<file path="src/rtl/wb_fetch_linebuf_if.sv">
// ----------------------------------------------------------------------------
// wb_fetch_linebuf_if
//
// Wishbone B3 read-only burst bus between the fetch line buffer (master) and
// the boot ROM slave.
//
// Signals (master view):
//   adr  out  ADDR_WIDTH-2  word address            (wbm_adr_o)
//   cyc  out  1             bus cycle               (wbm_cyc_o)
//   stb  out  1             strobe                  (wbm_stb_o)
//   cti  out  3             cycle type identifier   (wbm_cti_o)
//   bte  out  2             burst type extension    (wbm_bte_o)
//   dat  in   32            read data               (wbm_dat_i)
//   ack  in   1             slave acknowledge       (wbm_ack_i)
//   err  in   1             slave error, only when WB_FETCH_ERR_EN is defined
//                                                   (wbm_err_i)
// ----------------------------------------------------------------------------
interface wb_fetch_linebuf_if #(
    parameter int ADDR_WIDTH = 24
);
    logic [ADDR_WIDTH-3:0] adr;
    logic                  cyc;
    logic                  stb;
    logic [2:0]            cti;
    logic [1:0]            bte;
    logic [31:0]           dat;
    logic                  ack;
`ifdef WB_FETCH_ERR_EN
    logic                  err;
`endif

    modport master (
        output adr, cyc, stb, cti, bte,
`ifdef WB_FETCH_ERR_EN
        input  err,
`endif
        input  dat, ack
    );

    modport slave (
        input  adr, cyc, stb, cti, bte,
`ifdef WB_FETCH_ERR_EN
        output err,
`endif
        output dat, ack
    );
endinterface

</file>
<file path="src/rtl/wb_fetch_linebuf.sv">
// ----------------------------------------------------------------------------
// wb_fetch_linebuf
//
// Single-line (4 x 32-bit word) critical-word-first instruction fetch buffer.
// Hits on the buffered line are answered one cycle after the request. A miss
// starts one wrap-4 incrementing Wishbone burst (cti=010, bte=01) at the
// requested word; the CPU is acked the cycle after that word's beat.
//
// Parameters:
//   ADDR_WIDTH  byte-address width (minimum 5); all address ports carry word
//               addresses [ADDR_WIDTH-1:2].
//
// Ports:
//   wb_clk      in   clock
//   wb_rst      in   asynchronous reset, active high
//   cpu_adr_i   in   requested word address
//   cpu_req_i   in   fetch request, held until cpu_ack_o
//   cpu_dat_o   out  fetched instruction (registered)
//   cpu_ack_o   out  one-cycle completion strobe
//   cpu_err_o   out  one-cycle error strobe (WB_FETCH_ERR_EN only)
//   flush_i     in   single-cycle line invalidate
//   wbm         Wishbone master modport (see wb_fetch_linebuf_if)
//
// Build option:
//   WB_FETCH_ERR_EN  adds wbm.err / cpu_err_o; a bus error aborts the burst
//                    and invalidates the line.
// ----------------------------------------------------------------------------
module wb_fetch_linebuf #(
    parameter int ADDR_WIDTH = 24
) (
    input  logic                  wb_clk,
    input  logic                  wb_rst,
    input  logic [ADDR_WIDTH-3:0] cpu_adr_i,
    input  logic                  cpu_req_i,
    output logic [31:0]           cpu_dat_o,
    output logic                  cpu_ack_o,
`ifdef WB_FETCH_ERR_EN
    output logic                  cpu_err_o,
`endif
    input  logic                  flush_i,
    wb_fetch_linebuf_if.master    wbm
);

    localparam int TAG_W = ADDR_WIDTH - 4;

    localparam logic [0:0] S_IDLE  = 1'b0;
    localparam logic [0:0] S_BURST = 1'b1;

    localparam logic [2:0] CTI_CLASSIC = 3'b000;
    localparam logic [2:0] CTI_INCR    = 3'b010;
    localparam logic [2:0] CTI_EOB     = 3'b111;
    localparam logic [1:0] BTE_LINEAR  = 2'b00;
    localparam logic [1:0] BTE_WRAP4   = 2'b01;

    logic [0:0]       state_q;
    logic [TAG_W-1:0] tag_q;
    logic [3:0]       valid_q;
    logic [31:0]      line_data [4];
    logic [1:0]       beat_q;
    logic             flush_pend_q;   // flush seen mid-burst, applied at burst end

    logic [TAG_W-1:0] cpu_tag;
    logic [1:0]       cpu_word;
    logic             in_burst;
    logic             tag_match;
    logic             line_hit;
    logic             bus_err;
    logic             beat_ack;
    logic             fill_hit;
    logic             serve;
    logic             miss_start;

    assign cpu_tag  = cpu_adr_i[ADDR_WIDTH-3:2];
    assign cpu_word = cpu_adr_i[1:0];

    assign in_burst  = (state_q == S_BURST);
    assign tag_match = (cpu_tag == tag_q);
    assign line_hit  = tag_match && valid_q[cpu_word];

`ifdef WB_FETCH_ERR_EN
    assign bus_err = in_burst && wbm.err;
`else
    assign bus_err = 1'b0;
`endif

    // A beat is only consumed when it carries data; an error beat does not.
    assign beat_ack = in_burst && wbm.ack && !bus_err;

    // The beat landing this cycle is the one the CPU is waiting for: forward
    // it straight into the output register (critical word / in-flight word).
    assign fill_hit = beat_ack && tag_match && (wbm.adr[1:0] == cpu_word);

    // The !cpu_ack_o term keeps ack from ever firing on consecutive cycles
    // and stops the request that was just acked from being re-accepted.
    assign serve      = cpu_req_i && !cpu_ack_o && (line_hit || fill_hit);
    assign miss_start = !in_burst && cpu_req_i && !cpu_ack_o && !line_hit;

`ifdef WB_FETCH_ERR_EN
    logic err_strobe;
    // Only report the error if the word the CPU is waiting on never arrived.
    assign err_strobe = bus_err && cpu_req_i && !cpu_ack_o && tag_match
                        && !valid_q[cpu_word];

    always_ff @(posedge wb_clk or posedge wb_rst) begin
        if (wb_rst) begin
            cpu_err_o <= 1'b0;
        end else begin
            cpu_err_o <= err_strobe;
        end
    end
`endif

    // NOTE: the line storage has no reset; valid_q alone decides whether a
    // word may be used, so clearing the data array would only cost logic.
    always_ff @(posedge wb_clk) begin
        if (beat_ack) begin
            line_data[wbm.adr[1:0]] <= wbm.dat;
        end
    end

    // NOTE: every register here is updated with <= so that all of them see
    // the pre-edge values of state_q, valid_q and wbm.adr in the same cycle.
    always_ff @(posedge wb_clk or posedge wb_rst) begin
        if (wb_rst) begin
            state_q      <= S_IDLE;
            tag_q        <= '0;
            valid_q      <= '0;
            beat_q       <= '0;
            flush_pend_q <= 1'b0;
            cpu_ack_o    <= 1'b0;
            cpu_dat_o    <= '0;
            wbm.adr      <= '0;
            wbm.cyc      <= 1'b0;
            wbm.stb      <= 1'b0;
            wbm.cti      <= CTI_CLASSIC;
            wbm.bte      <= BTE_LINEAR;
        end else begin
            cpu_ack_o <= serve;
            if (serve) begin
                cpu_dat_o <= line_hit ? line_data[cpu_word] : wbm.dat;
            end

            case (state_q)
                S_IDLE: begin
                    if (flush_i) begin
                        valid_q <= '0;
                    end
                    if (miss_start) begin
                        state_q      <= S_BURST;
                        tag_q        <= cpu_tag;
                        valid_q      <= '0;
                        beat_q       <= '0;
                        flush_pend_q <= 1'b0;
                        wbm.adr      <= cpu_adr_i;
                        wbm.cyc      <= 1'b1;
                        wbm.stb      <= 1'b1;
                        wbm.cti      <= CTI_INCR;
                        wbm.bte      <= BTE_WRAP4;
                    end
                end

                S_BURST: begin
                    if (flush_i) begin
                        flush_pend_q <= 1'b1;
                    end

                    if (bus_err) begin
                        state_q      <= S_IDLE;
                        valid_q      <= '0;
                        flush_pend_q <= 1'b0;
                        wbm.cyc      <= 1'b0;
                        wbm.stb      <= 1'b0;
                        wbm.cti      <= CTI_CLASSIC;
                        wbm.bte      <= BTE_LINEAR;
                    end else if (wbm.ack) begin
                        valid_q[wbm.adr[1:0]] <= 1'b1;
                        // Wrap within the line: only the word bits advance.
                        wbm.adr[1:0] <= wbm.adr[1:0] + 2'd1;
                        beat_q       <= beat_q + 2'd1;

                        if (beat_q == 2'd2) begin
                            wbm.cti <= CTI_EOB;
                        end

                        if (beat_q == 2'd3) begin
                            state_q      <= S_IDLE;
                            flush_pend_q <= 1'b0;
                            wbm.cyc      <= 1'b0;
                            wbm.stb      <= 1'b0;
                            wbm.cti      <= CTI_CLASSIC;
                            wbm.bte      <= BTE_LINEAR;
                            // A flush during the burst wins over the fill.
                            if (flush_pend_q || flush_i) begin
                                valid_q <= '0;
                            end
                        end
                    end
                end

                default: state_q <= S_IDLE;
            endcase
        end
    end

endmodule

</file>
<file path="src/flat_wrapper.sv">
// flat-port wrapper written by rule: the top's interface ports become plain ports
module wb_fetch_linebuf_flat 
#(
    parameter int ADDR_WIDTH = 24
)
  (wb_clk, wb_rst, cpu_adr_i, cpu_req_i, cpu_dat_o, cpu_ack_o, flush_i, wbm_adr, wbm_cyc, wbm_stb, wbm_cti, wbm_bte, wbm_dat, wbm_ack);
  wb_fetch_linebuf_if #(.ADDR_WIDTH(ADDR_WIDTH)) wbm_i ();
  input  logic wb_clk;
  input  logic wb_rst;
  input  logic [ADDR_WIDTH-3:0] cpu_adr_i;
  input  logic cpu_req_i;
  output logic [31:0] cpu_dat_o;
  output logic cpu_ack_o;
  input  logic flush_i;
  output wire logic [$bits(wbm_i.adr)-1:0] wbm_adr;
  output wire logic [$bits(wbm_i.cyc)-1:0] wbm_cyc;
  output wire logic [$bits(wbm_i.stb)-1:0] wbm_stb;
  output wire logic [$bits(wbm_i.cti)-1:0] wbm_cti;
  output wire logic [$bits(wbm_i.bte)-1:0] wbm_bte;
  input wire logic [$bits(wbm_i.dat)-1:0] wbm_dat;
  input wire logic [$bits(wbm_i.ack)-1:0] wbm_ack;
  assign wbm_adr = wbm_i.adr;
  assign wbm_cyc = wbm_i.cyc;
  assign wbm_stb = wbm_i.stb;
  assign wbm_cti = wbm_i.cti;
  assign wbm_bte = wbm_i.bte;
  assign wbm_i.dat = wbm_dat;
  assign wbm_i.ack = wbm_ack;
  wb_fetch_linebuf #(.ADDR_WIDTH(ADDR_WIDTH)) u_core (.wb_clk(wb_clk), .wb_rst(wb_rst), .cpu_adr_i(cpu_adr_i), .cpu_req_i(cpu_req_i), .cpu_dat_o(cpu_dat_o), .cpu_ack_o(cpu_ack_o), .flush_i(flush_i), .wbm(wbm_i));
endmodule
</file>
<file path="config.mk">
export PLATFORM = sky130hd
export DESIGN_NAME = wb_fetch_linebuf_flat
export DESIGN_NICKNAME = d
export VERILOG_FILES = /design/src/rtl/wb_fetch_linebuf_if.sv /design/src/rtl/wb_fetch_linebuf.sv /design/src/flat_wrapper.sv
export SDC_FILE = /design/constraint.sdc
export NUM_CORES = 1
export LEC_CHECK = 0
export ABC_AREA = 1
export CAP_MARGIN = 0
export CORE_UTILIZATION = 35
export CTS_BUF_LIST = sky130_fd_sc_hd__clkbuf_8
export DETAILED_ROUTE_END_ITERATION = 10
export PLACE_DENSITY = 0.6
export SLEW_MARGIN = 40
export SYNTH_ARGS = -nofsm -noshare
export SYNTH_HDL_FRONTEND = slang
export SYNTH_SLANG_ARGS = --single-unit
</file>
<file path="constraint.sdc">
create_clock -name wb_clk -period 3.4 [get_ports wb_clk]
set_clock_uncertainty 0.1 [all_clocks]
set_input_delay 0.68 -clock wb_clk [delete_from_list [all_inputs] [get_ports wb_clk]]
set_output_delay 0.68 -clock wb_clk [all_outputs]
set_load 0.005 [all_outputs]
</file>
Word level (Yosys, flattened, before mapping)
Memories as Yosys holds them, arrays and structs flattened.
Cells that the tools add are included.
{"block": "word_totals", "output_inout_bits": 62, "mem_count": 1, "mem_bits_rw": 128, "reg_bits": 69}
{"block": "classes", "n_eq_ne": 9, "magnitude_cmp": 3, "n_bitwise": 2, "add_sub_neg": 2, "reduce_logical": 20, "mux": 41}
{"memory": "u_core.line_data", "depth": 4, "width": 32, "read_ports": 1, "rd_clocked_by_memory_dff": 0, "write_ports": 1, "line": "wb_fetch_linebuf.sv:58", "rtl": "logic [31:0] line_data [4];"}
{"operator": "32-bit two-way mux", "n": 1}
{"operator": "20-bit equality test", "n": 1}
{"operator": "4-bit two-way mux", "n": 5}
{"operator": "1-bit two-way mux", "n": 14}
{"operator": "2-bit two-way mux", "n": 7}
{"operator": "3-bit two-way mux", "n": 4}
{"operator": "2-bit case mux with 2 select lines", "n": 3}
{"operator": "1-bit logical AND", "n": 10}
{"operator": "4-bit case mux with 2 select lines", "n": 1}
{"operator": "2-bit by 3-bit < comparator with 1-bit output (second input constant)", "n": 2}
{"operator": "1-bit case mux with 2 select lines", "n": 3}
{"operator": "3-bit case mux with 2 select lines", "n": 1}
{"operator": "2-bit AND reduction", "n": 3}
{"operator": "3-bit AND reduction", "n": 2}
{"operator": "2-bit by 1-bit adder with 2-bit output (second input constant)", "n": 2}
{"operator": "2-bit equality test (second input constant)", "n": 2}
{"operator": "2-bit inequality test (second input constant)", "n": 2}
{"operator": "4-bit OR", "n": 1}
{"operator": "1-bit logical NOT", "n": 3}
{"operator": "3-bit by 2-bit inequality test with 1-bit output (second input constant)", "n": 1}
{"operator": "3-bit inequality test (second input constant)", "n": 1}
{"operator": "1-bit binary-select mux with 2-bit select", "n": 1}
{"operator": "1-bit demux with 2-bit select", "n": 1}
{"operator": "2-bit equality test", "n": 1}
{"operator": "4 further kinds", "n": 5}

Longest topological paths before layout
Gate-level depths: netlist (run 1).
{"block": "depth", "depth_word": 9, "depth_mapped": 13, "mapped_depth_nobuf": 13}

Worst setup path after synthesis (run 1)
OpenSTA, ideal clock, no wires.
{"block": "synth_timing", "kind": "input to register", "start": "input wbm_ack", "end": "memory u_core.line_data[0][0] (enable)", "slack_ps": 742, "setup_ps": 421, "path_stages": 2, "arrival_ps": 2137, "cell_sequence": "nand2_2 > nor2_1"}
{"block": "synth_between", "elab_chain_len": 3}
{"item": "start: declaration", "line": "flat_wrapper.sv:21", "rtl": "input wire logic [$bits(wbm_i.ack)-1:0] wbm_ack;"}
{"item": "1-bit logical AND", "line": "wb_fetch_linebuf.sv:87", "rtl": "assign beat_ack = in_burst && wbm.ack && !bus_err;"}
{"item": "1-bit two-way mux", "line": "wb_fetch_linebuf.sv:116", "rtl": "if (beat_ack) begin"}
{"item": "1-bit two-way mux (implied by the code)", "line": "wb_fetch_linebuf.sv:117", "rtl": "line_data[wbm.adr[1:0]] <= wbm.dat;"}
{"item": "end: declaration", "line": "wb_fetch_linebuf.sv:58"}
Every way passes these cells.

Worst setup path in the final report (run 1)
{"block": "layout_timing", "start": "input cpu_adr_i[12]", "end": "register u_core.cpu_dat_o[16]"}
{"block": "layout_between", "elab_chain_len": 5}
{"item": "start: declaration", "line": "flat_wrapper.sv:10", "rtl": "input logic [ADDR_WIDTH-3:0] cpu_adr_i;"}
{"item": "20-bit equality test *", "line": "wb_fetch_linebuf.sv:77", "rtl": "assign tag_match = (cpu_tag == tag_q);"}
{"item": "1-bit logical AND (2 in a row)", "line": "wb_fetch_linebuf.sv:91", "rtl": "assign fill_hit = beat_ack && tag_match && (wbm.adr[1:0] == cpu_word);"}
{"item": "1-bit logical OR", "line": "wb_fetch_linebuf.sv:95", "rtl": "assign serve = cpu_req_i && !cpu_ack_o && (line_hit || fill_hit);"}
{"item": "1-bit logical AND", "line": "wb_fetch_linebuf.sv:95"}
{"item": "end signal: assignment", "line": "wb_fetch_linebuf.sv:140", "rtl": "cpu_dat_o <= line_hit ? line_data[cpu_word] : wbm.dat;"}
{"item": "end: declaration", "line": "wb_fetch_linebuf.sv:35", "rtl": "output logic [31:0] cpu_dat_o,"}
Mark *: on every way between the ends. The rest lies on a longest branch, timed or not.
A chain may end at the register's enable or synchronous reset.

==> impl_results.md, run 1 <==
- Critical path startpoint category: primary input
- Minimum clock period after layout: 2460 ps
- Yosys warns: 0
- Post_cts resized: 0
- Largest net degree at the start of global routing: 64
- First-pass GRT wire length: 31000 um
- Number of antenna-violating nets in the routed design: 0
- Mapped Area: 8340 um^2
- Max Slew Vio Count: 0
- Switching power: 1.95 mW
- Global route total overflow: 0
- Post-CTS Hold Buffers: 0
- Setup TNS: 0 ps
- Clock Power Share: 22.8%
- Die area: 24500 um^2
- Via density: 4.67
- Clk_lat worst skew: 470 ps
- Pre-antenna DRT Iters: 4
- Final setup violation count: 0
- P_leak: 4.09 nW
- Vias: 5894
- Max Cap Viol: 0
- Peak Freq: 0.406 GHz
- Hold Path Depth: 2
- Hpwl dp: 12000 um
- Placed cell area: 9880 um^2
- Final Routed Wirelength: 19500 um
- Commonest non-fill, non-tap cell in the layout: nand2_1
- Status: complete, no violations
- Worst path arrival time: 2720 ps
- R2R Setup Slk: 1180 ps
- Buffers added on ports: 119
- Starting Density: 35.7%
- Most frequent cells in the layout: nand2_1 (233), edfxtp_1 (128), clkdlybuf4s50_1 (117)
- Final Hold Fails: 0
- Core area: 23400 um^2
- Nets: 994
- Iter 0 DRT Violations: 449
- Share of cells above drive strength 1: 7.01%
- Worst path required time: 3650 ps
- Worst path cell trace: clkdlybuf4s50_1 -> xnor2_1 -> nand2_1 -> nor2_1 -> nand2_1 -> nor2_4 -> nand2_4 -> inv_2 -> o21ai_0 -> nand2_1 -> o21ai_1
- Final Cycle Share: 72.5%
- Worst-path clk slew: 100 ps
- I/O Pins: 121
- Post-Syn Nets: 883
- Yosys cell types: 30
- Rel. slew slack: 55.1%
- Cells after Synth: 818
- R2r worst-path depth: 10
- Final core occ: 43.8%
- Unrepaired setup endpoints after global routing: false
- CTS tree: done
- Reg area: 5500 um^2
- Vias in the first global route: 5797
- Die height: 156 um
- Post-synthesis register bit count: 194
- Combinational group share of total power: 24.9%
- Cell Rows: 56
- Largest family of logic cells by synthesized area: simple AND/OR/NAND/NOR gates
- Clock buffer depth: 2
- Sequential cell fraction of total power: 52.3%
- Max VDD drop: 314 uV
- Synth Area in Compound Gates: 9.90%
- Slew @ Worst Pin: 674 ps
- Worst hold path type: reg2reg
- PD cells: 601 nW/um^2
- CP Launch Point: cpu_adr_i[12]
- Post-synthesis adder-cell area fraction: 0.900%
- Htree depth: 4
- Seq/Total Area, Yosys: 65.9%
- WP buf/inv: 2
- Reg2reg end: u_core.cpu_dat_o[16]
- Max FO, Critical Path: 24
- Worst Hold End: u_core.wbm.cti[1]
- Hold path startpoint: u_core.wbm.cti[1]
- Mux share of post-synthesis cell area: 0%
- Setup crit end kind: flop
- Clock sinks: 194
- DR DRC count: 0
- Int Pwr: 4.21 mW
- Critical path class: in2reg
- Crit-path slowest cell: clkdlybuf4s50_1
- WL/cell: 15.4 um
- Average size of a mapped cell: 10.2 um^2
- Initial antenna violation count: 1
- Die Wd: 156 um
- GRT Total Usage: 16.8%
- Clock Tree Root: clkbuf_8
- CTS Buf Count: 17
- Post-synthesis simple-gate area fraction: 16.6%
- Tot Pwr: 6.16 mW
- Setup bufs post-CTS: 0
- Multi-input logic area: 2410 um^2
- Design area: 10200 um^2
- Slowest Stage Delay on Critical Path: 520 ps
- Reg2reg start: u_core.wbm.adr[5]
- Most used cell, CP: nand2_1
- Area growth from synthesis to layout: 22.8%
- Post-Synth XOR/XNOR Area: 1.05%
- Final Wtd Congestion: 0.768
- Crit-path leading delay family: buffers and inverters
- # fillers: 2205
- Switch share: 31.7%
flip-flops by register name, indices dropped and copies added (netlist names):
signal / cells
u_core.beat_q: 2
u_core.cpu_ack_o: 1
u_core.cpu_dat_o: 32
u_core.flush_pend_q: 1
u_core.in_burst: 1
u_core.line_data: 128
u_core.valid_q: 4
u_core.wbm.adr: 22
u_core.wbm.cti: 2
u_core.wbm.cyc: 1
layer usage:
layer	vias to the layer above	routed length, um	GRT usage, %
met2	164	8900	26.8
met3	18	1100	3.99
met4	0	220	5.00
met5	-	0	0
li1	2929	-	-
met1	2783	9230	22.5
cells in the mapped netlist:
cell      instances  share of area [%]
buf_1             1              0.045
nand2_4           1               0.13
clkbuf_1         15               0.67
inv_2             2              0.090
nand2_2           2               0.15
a21oi_1          20                1.2
o21ai_1          36                2.2
nand3_1           8               0.48
clkinv_1          1              0.045
nor2_4            1               0.13
nand3_4           1               0.21
xnor2_1          10                1.0
nand4_1           2               0.15
o21ai_0          71                4.3
o22ai_2           1               0.15
edfxtp_1        128                 46
inv_1            58                2.6
nand2_1         233                 10
inv_4             2               0.15
nor2_1           98                4.4
ha_1              6               0.90
nand2_8           1               0.24
o22ai_1          25                1.9
dfrtp_1          66                 20
nor3_2            2               0.24
buf_4             9               0.81
o211ai_4          1               0.25
buf_6             3               0.40
conb_1            1              0.045
buf_2            13               0.78
power groups by stage:
| stage | sequential, mW | clock, mW | combinational, mW |
|---|---|---|---|
| floorplan | 3.24 | 0 | 0.861 |
| global placement | 3.27 | 0 | 1.54 |
| detailed placement | 3.28 | 0 | 1.56 |
| CTS | 3.22 | 1.44 | 1.56 |
| global route | 3.27 | 1.52 | 1.75 |
| finish | 3.22 | 1.41 | 1.53 |
through the flow:
step / hold WS [ps] / setup slack [ps] / instances
after detailed placement: 377 / 451 / 1229
after global placement: 374 / 478 / 1229
after CTS: 401 / 953 / 1261
final: 392 / 935 / 1262
after floorplan: 359 / 742 / 818
after global routing: 424 / 745 / 1261
cell families after synthesis:
group,Yosys count
adder cells (fa/ha/maj),6
XOR/XNOR,10
other,1
AO/OA/AOI/OAI,154
AND/OR/NAND/NOR,349
buffers and inverters,104
flip-flops,194
tightest hold or removal path, delay by kind of cell, from the launching register on:
kind	cells	cell delay [ps]
flops	1	370
simple gates	2	100
worst max-delay path by stage:
| stage | endpoint | slack (ps) | cells past startpoint |
|---|---|---|---|
| final | u_core.cpu_dat_o[16] | 940 | 11 |
| after global routing | u_core.cpu_dat_o[14] | 740 | 13 |
| after CTS | u_core.cpu_dat_o[16] | 950 | 11 |
| after detailed placement | u_core.cpu_dat_o[16] | 450 | 11 |
| after global placement | u_core.cpu_dat_o[14] | 480 | 11 |
| after floorplan | u_core.line_data[0][0] | 740 | 2 |
cell type report:
class | count | area share (%)
inverters | 63 | 2.38
multi-input cells | 520 | 23.5
repair buffers | 133 | 13.0
clock buffers | 17 | 2.28
diodes | 1 | 0.0244
flip-flops and latches | 194 | 53.6
clock inverters | 15 | 1.25
well taps | 319 | 3.89
(Power assumes the default switching activity.)
==> run 2, diff against run 1 <==
Settings changed: PLACE_DENSITY 0.6 to 0.63.
Clock period 3.4 ns to 2.2 ns, I/O delays scaled along.
==> impl_results.md, run 2 (synthesis results as in run 1) <==
- Vias: 6011 (+2.0%)
- Crit-path slowest cell: clkdlybuf4s50_1
- I/O Pins: 121 (unchanged)
- Slowest Stage Delay on Critical Path: 550 ps (+30 ps)
- Vias in the first global route: 5783 (-0.24%)
- First-pass GRT wire length: 30400 um (-2.0%)
- Post-CTS Hold Buffers: 0 (unchanged)
- Cell Rows: 56 (unchanged)
- Max VDD drop: 378 uV (+20%)
- Clock buffer depth: 2 (unchanged)
- Worst path cell trace: clkdlybuf4s50_1
- Largest net degree at the start of global routing: 66 (+3.1%)
- Unrepaired setup endpoints after global routing: false
- Die height: 156 um (unchanged)
- Share of cells above drive strength 1: 9.49% (+2.5 points)
- Iter 0 DRT Violations: 452 (+0.67%)
- Clock Tree Root: clkbuf_8
- Worst hold path type: in2async
- WP buf/inv: 1 (-1)
- Final Wtd Congestion: 0.768 (unchanged)
- Buffers added on ports: 119 (unchanged)
- Die Wd: 156 um (unchanged)
- Initial antenna violation count: 1 (unchanged)
- Number of antenna-violating nets in the routed design: 0 (unchanged)
- Setup crit end kind: output port
- Post_cts resized: 0 (unchanged)
- WL/cell: 14.8 um (-3.9%)
- Placed cell area: 10200 um^2 (+3.5%)
- PD cells: 919 nW/um^2 (+53%)
- Critical path class: reg2out
- Htree depth: 4 (unchanged)
- Worst path arrival time: 1460 ps (-1260 ps)
- Hold WS: 168 ps (-224 ps)
- Minimum clock period after layout: 2000 ps
- Final Hold Fails: 0 (unchanged)
- Clk_lat worst skew: 460 ps (about the same)
- Antenna cells: 0 (-1)
- Design area: 10600 um^2 (+3.6%)
- Setup TNS: 0 ps (unchanged)
- Crit-path leading delay family: buffers and inverters
- Area growth from synthesis to layout: 27.2%
- Final Routed Wirelength: 19100 um (-1.9%)
- CTS tree: done
- Max FO, Critical Path: 6 (-75%)
- Clock sinks: 194 (unchanged)
- Die area: 24500 um^2 (unchanged)
- Max Cap Viol: 0 (unchanged)
- Critical path startpoint category: flop
- GRT Total Usage: 16.4% (-0.33 points)
- Worst path required time: 1660 ps (-1990 ps)
- Global route total overflow: 0 (unchanged)
- CTS Buf Count: 17 (unchanged)
- Pre-antenna DRT Iters: 5 (+1)
- Commonest non-fill, non-tap cell in the layout: nand2_1
- Setup bufs post-CTS: 0 (unchanged)
- Starting Density: 35.7% (unchanged)
- Status: complete, no violations
- Max Slew Vio Count: 0 (unchanged)
- Peak Freq: 0.499 GHz
- Worst-path clk slew: 100 ps (about the same)
- Core area: 23400 um^2 (unchanged)
- Most frequent cells in the layout: nand2_1 (233), edfxtp_1 (128), clkdlybuf4s50_1 (118)
- P_leak: 4.28 nW (+4.6%)
- Via density: 4.67 (about the same)
- DR DRC count: 0 (unchanged)
- Hpwl dp: 12400 um (+3.3%)
- Final Cycle Share: 91.1%
- Max FFs per register: 128 (unchanged)
- Nets: 1021 (+2.7%)
- Final setup violation count: 0 (unchanged)
[run 2: worst paths after layout]
path,slack [ps],from,cells after the start,to
min in group wb_clk,390,u_core.wbm.cti[1],2,u_core.wbm.cti[1]
worst max-delay path,200,u_core.wbm.adr[0],1,wbm_adr[0]
worst max register to register,250,u_core.wbm.adr[12],9,u_core.cpu_dat_o[21]
worst min-delay path,170,wb_rst,2,u_core.wbm.adr[4]
max in group asynchronous,1350,wb_rst,3,u_core.cpu_dat_o[1]
worst min register to register,390,u_core.wbm.cti[1],2,u_core.wbm.cti[1]
[run 2: layout make-up]
cell class / count / area (um^2)
Clock buffer: 17 / 234
Clock inverter: 15 / 151
Fill cell: 2238 / 12800
Inverter: 63 / 243
Multi-Input combinational cell: 520 / 2410
Sequential cell: 194 / 5500
Tap cell: 319 / 399
Timing Repair Buffer: 160 / 1680
[run 2: metal layers]
metal	global-route usage [%]	wire, um
met1	21.6	8920
met2	27.1	8850
met3	3.63	1070
met4	4.76	221
met5	0	13
[run 2: power breakdown]
part | switching (mW) | internal [mW]
registers | 0.346 | 4.62
clock network | 1.32 | 0.934
logic | 1.32 | 1.21
total | 2.99 | 6.77
[run 2: stage by stage]
| stage | cells | power [mW] | util [%] | setup slack [ps] |
|---|---|---|---|---|
| after floorplan | 818 | 6.35 | - | 5.19 |
| after global placement | 1256 | 7.58 | 43.7 | -203 |
| after detailed placement | 1256 | 7.62 | 43.7 | -255 |
| after CTS | 1288 | 9.88 | 45.4 | 138 |
| after global routing | 1288 | 10.4 | 45.4 | 85.0 |
| final | 1288 | 9.76 | 45.4 | 196 |
==> run 3, diff against run 2 <==
Settings changed: CORE_UTILIZATION 35 to 45, PLACE_DENSITY 0.63 to 0.73, TNS_END_PERCENT from default to 1.
Clock period 2.2 ns to 1.9 ns, I/O delays scaled along.
==> impl_results.md, run 3 (synthesis results as in run 1) <==
- Status: finished, violations left
- Failing checks: design-rule violations, negative setup slack
- Buffers added on ports: 119 (unchanged)
- Post-CTS Hold Buffers: 0 (unchanged)
- GRT Total Usage: 20.5% (+4.1 points)
- DR DRC count: 30 (+30)
- Number of antenna-violating nets in the routed design: 0 (unchanged)
- Nets: 1033 (+1.2%)
- # fillers: 1465 (-35%)
- Initial antenna violation count: 0 (-1)
- Worst Setup Slack, final: -5.03 ps (-201 ps)
- Iter 0 DRT Violations: 436 (-3.5%)
- P_leak: 4.67 nW (+9.1%)
- Minimum clock period after layout: 1910 ps
- Worst-path clk slew: 100 ps (about the same)
- Die Wd: 138 um (-12%)
- Share of cells above drive strength 1: 12.2% (+2.7 points)
- Antenna cells: 0 (unchanged)
- Max Cap Viol: 0 (unchanged)
- Max Slew Vio Count: 0 (unchanged)
- CTS tree: done
- Clock sinks: 194 (unchanged)
- Worst path cell trace: xnor2_1 -> nand2_1 -> nor2_1 -> nand3_2 -> nor2_4 -> nand2_4 -> inv_6 -> clkbuf_16 -> o21ai_0 -> nand2_1 -> o21ai_1
- Max FO, Critical Path: 5 (-1)
- Worst hold path type: in2async
- Final Cycle Share: 100%
- Tot Pwr: 11.5 mW (+18%)
- Critical path class: reg2reg
- I/O Pins: 121 (unchanged)
- Via density: 5.13 (+10%)
- Max FFs per register: 128 (unchanged)
- Worst path arrival time: 2180 ps (+720 ps)
- Area growth from synthesis to layout: 28.5%
- Most used cell, CP: nand2_1
- CTS Buf Count: 17 (unchanged)
- Core area: 18100 um^2 (-23%)
- First-pass GRT wire length: 30400 um (-0.14%)
- Inst Count DP: 1169 (-6.9%)
- Clock buffer depth: 2 (unchanged)
- Slowest Stage Delay on Critical Path: 420 ps (-130 ps)
- Final Hold Fails: 0 (unchanged)
- Die height: 138 um (-12%)
- Crit-path slowest cell: dfrtp_1
- Final Routed Wirelength: 19200 um (+0.84%)
- Pre-antenna DRT Iters: 8 (+3)
- Largest net degree at the start of global routing: 67 (+1.5%)
- Unrepaired setup endpoints after global routing: true
- Starting Density: 46.1% (+10 points)
- Most frequent cells in the layout: nand2_1 (226), edfxtp_1 (128), nor2_1 (90)
- Die area: 19100 um^2 (-22%)
- WL/cell: 15.9 um (+7.3%)
- Cell Rows: 49 (-13%)
- Final setup violation count: 1 (+1)
- Htree depth: 4 (unchanged)
- Final std cells w/o fill: 1210 (-6.1%)
- Worst path required time: 2170 ps (+510 ps)
- Hpwl dp: 11900 um (-3.9%)
- Clock Tree Root: clkbuf_8
- Vias: 6211 (+3.3%)
- Peak Freq: 0.525 GHz
- Rel. slew slack: 65.1%
- Max VDD drop: 525 uV (+39%)
- Slew @ Worst Pin: 524 ps
- Clk_lat worst skew: 470 ps (about the same)
- Vias in the first global route: 5954 (+3.0%)
- Critical path startpoint category: flop
- Hold WS: 252 ps (+84.2 ps)
- Final Wtd Congestion: 0.804 (+4.6%)
- Setup crit end kind: flop
- PD cells: 1080 nW/um^2 (+17%)
- Global route total overflow: 0 (unchanged)
- Commonest non-fill, non-tap cell in the layout: nand2_1
==> run 3: changes by cell type in the layout (fill, tap and decap cells not counted), sizes merged, moves of 2 or more <==
cell / before / now
buf: 42 / 51
clkbuf: 17 / 20
clkdlybuf4s50: 118 / 82
clkinv: 5 / 3
clkinvlp: 2 / 5
dlygate4sd2: 0 / 16
dlymetal6s2s: 0 / 19
inv: 70 / 68
==> run 3: where the power goes <==
| group | total, mW | switching, mW | internal (mW) |
|---|---|---|---|
| Clock | 2.72 | 1.52 | 1.21 |
| Sequential | 5.70 | 0.356 | 5.35 |
| Combinational | 3.11 | 1.72 | 1.39 |
| Total | 11.5 | 3.59 | 7.95 |
==> run 3: layout make-up <==
| type | instances | area [um^2] | area share [%] |
|---|---|---|---|
| flip-flops and latches | 194 | 5500 | 51.3 |
| multi-input cells | 521 | 2480 | 23.1 |
| repair buffers | 171 | 1810 | 16.8 |
| well taps | 229 | 287 | 2.67 |
| inverters | 63 | 250 | 2.33 |
| clock buffers | 17 | 234 | 2.18 |
| clock inverters | 15 | 171 | 1.60 |
==> run 3: path summary, 6_finish.rpt <==
check,start,to,slack (ps),depth (start not counted)
setup / recovery,u_core.wbm.adr[17],u_core.cpu_dat_o[30],-5,11
hold reg to reg,u_core.wbm.cti[1],u_core.wbm.cti[1],390,2
setup reg to reg,u_core.wbm.adr[17],u_core.cpu_dat_o[30],-5,11
min in group wb_clk,u_core.wbm.cti[1],u_core.wbm.cti[1],390,2
hold / removal,wb_rst,u_core.wbm.adr[12],250,3
max in group asynchronous,wb_rst,u_core.cpu_dat_o[18],1130,3
==> run 3: per-stage QoR <==
stage	cell area, um^2	TNS (ps)	setup WS [ps]	utilization, %
2_1_floorplan	8360	-22010	-206	-
3_3_place_gp	10100	-23280	-403	55.7
3_5_place_dp	10100	-24320	-432	55.7
4_1_cts	10500	0	0.237	57.8
5_1_grt	10700	-4250	-125	59.3
6_report	10700	-5.03	-5.03	59.3
==> run 3: critical path: cells and delay by family (launching register included) <==
kind	cells	cell delay, ps
buf+inv	2	260
compound gates	2	140
simple gates	6	730
xor+xnor	1	150
flops	1	420
==> run 3: what timing repair did <==
| item | 4_1_cts | 5_1_grt |
|---|---|---|
| setup buffers | 1 | 4 |
| gates resized for setup | 17 | 59 |
| pin swaps | 0 | 14 |
| setup endpoints to repair | 17 | 83 |
| gates cloned | 0 | 4 |
==> run 3: routing by layer <==
metal	routed length, um	global-route usage (%)	part of all wire, %
met5	0	0	0
met4	400	8.04	2.1
met3	1310	4.26	6.8
met2	9270	34.1	48
met1	8250	26.6	43
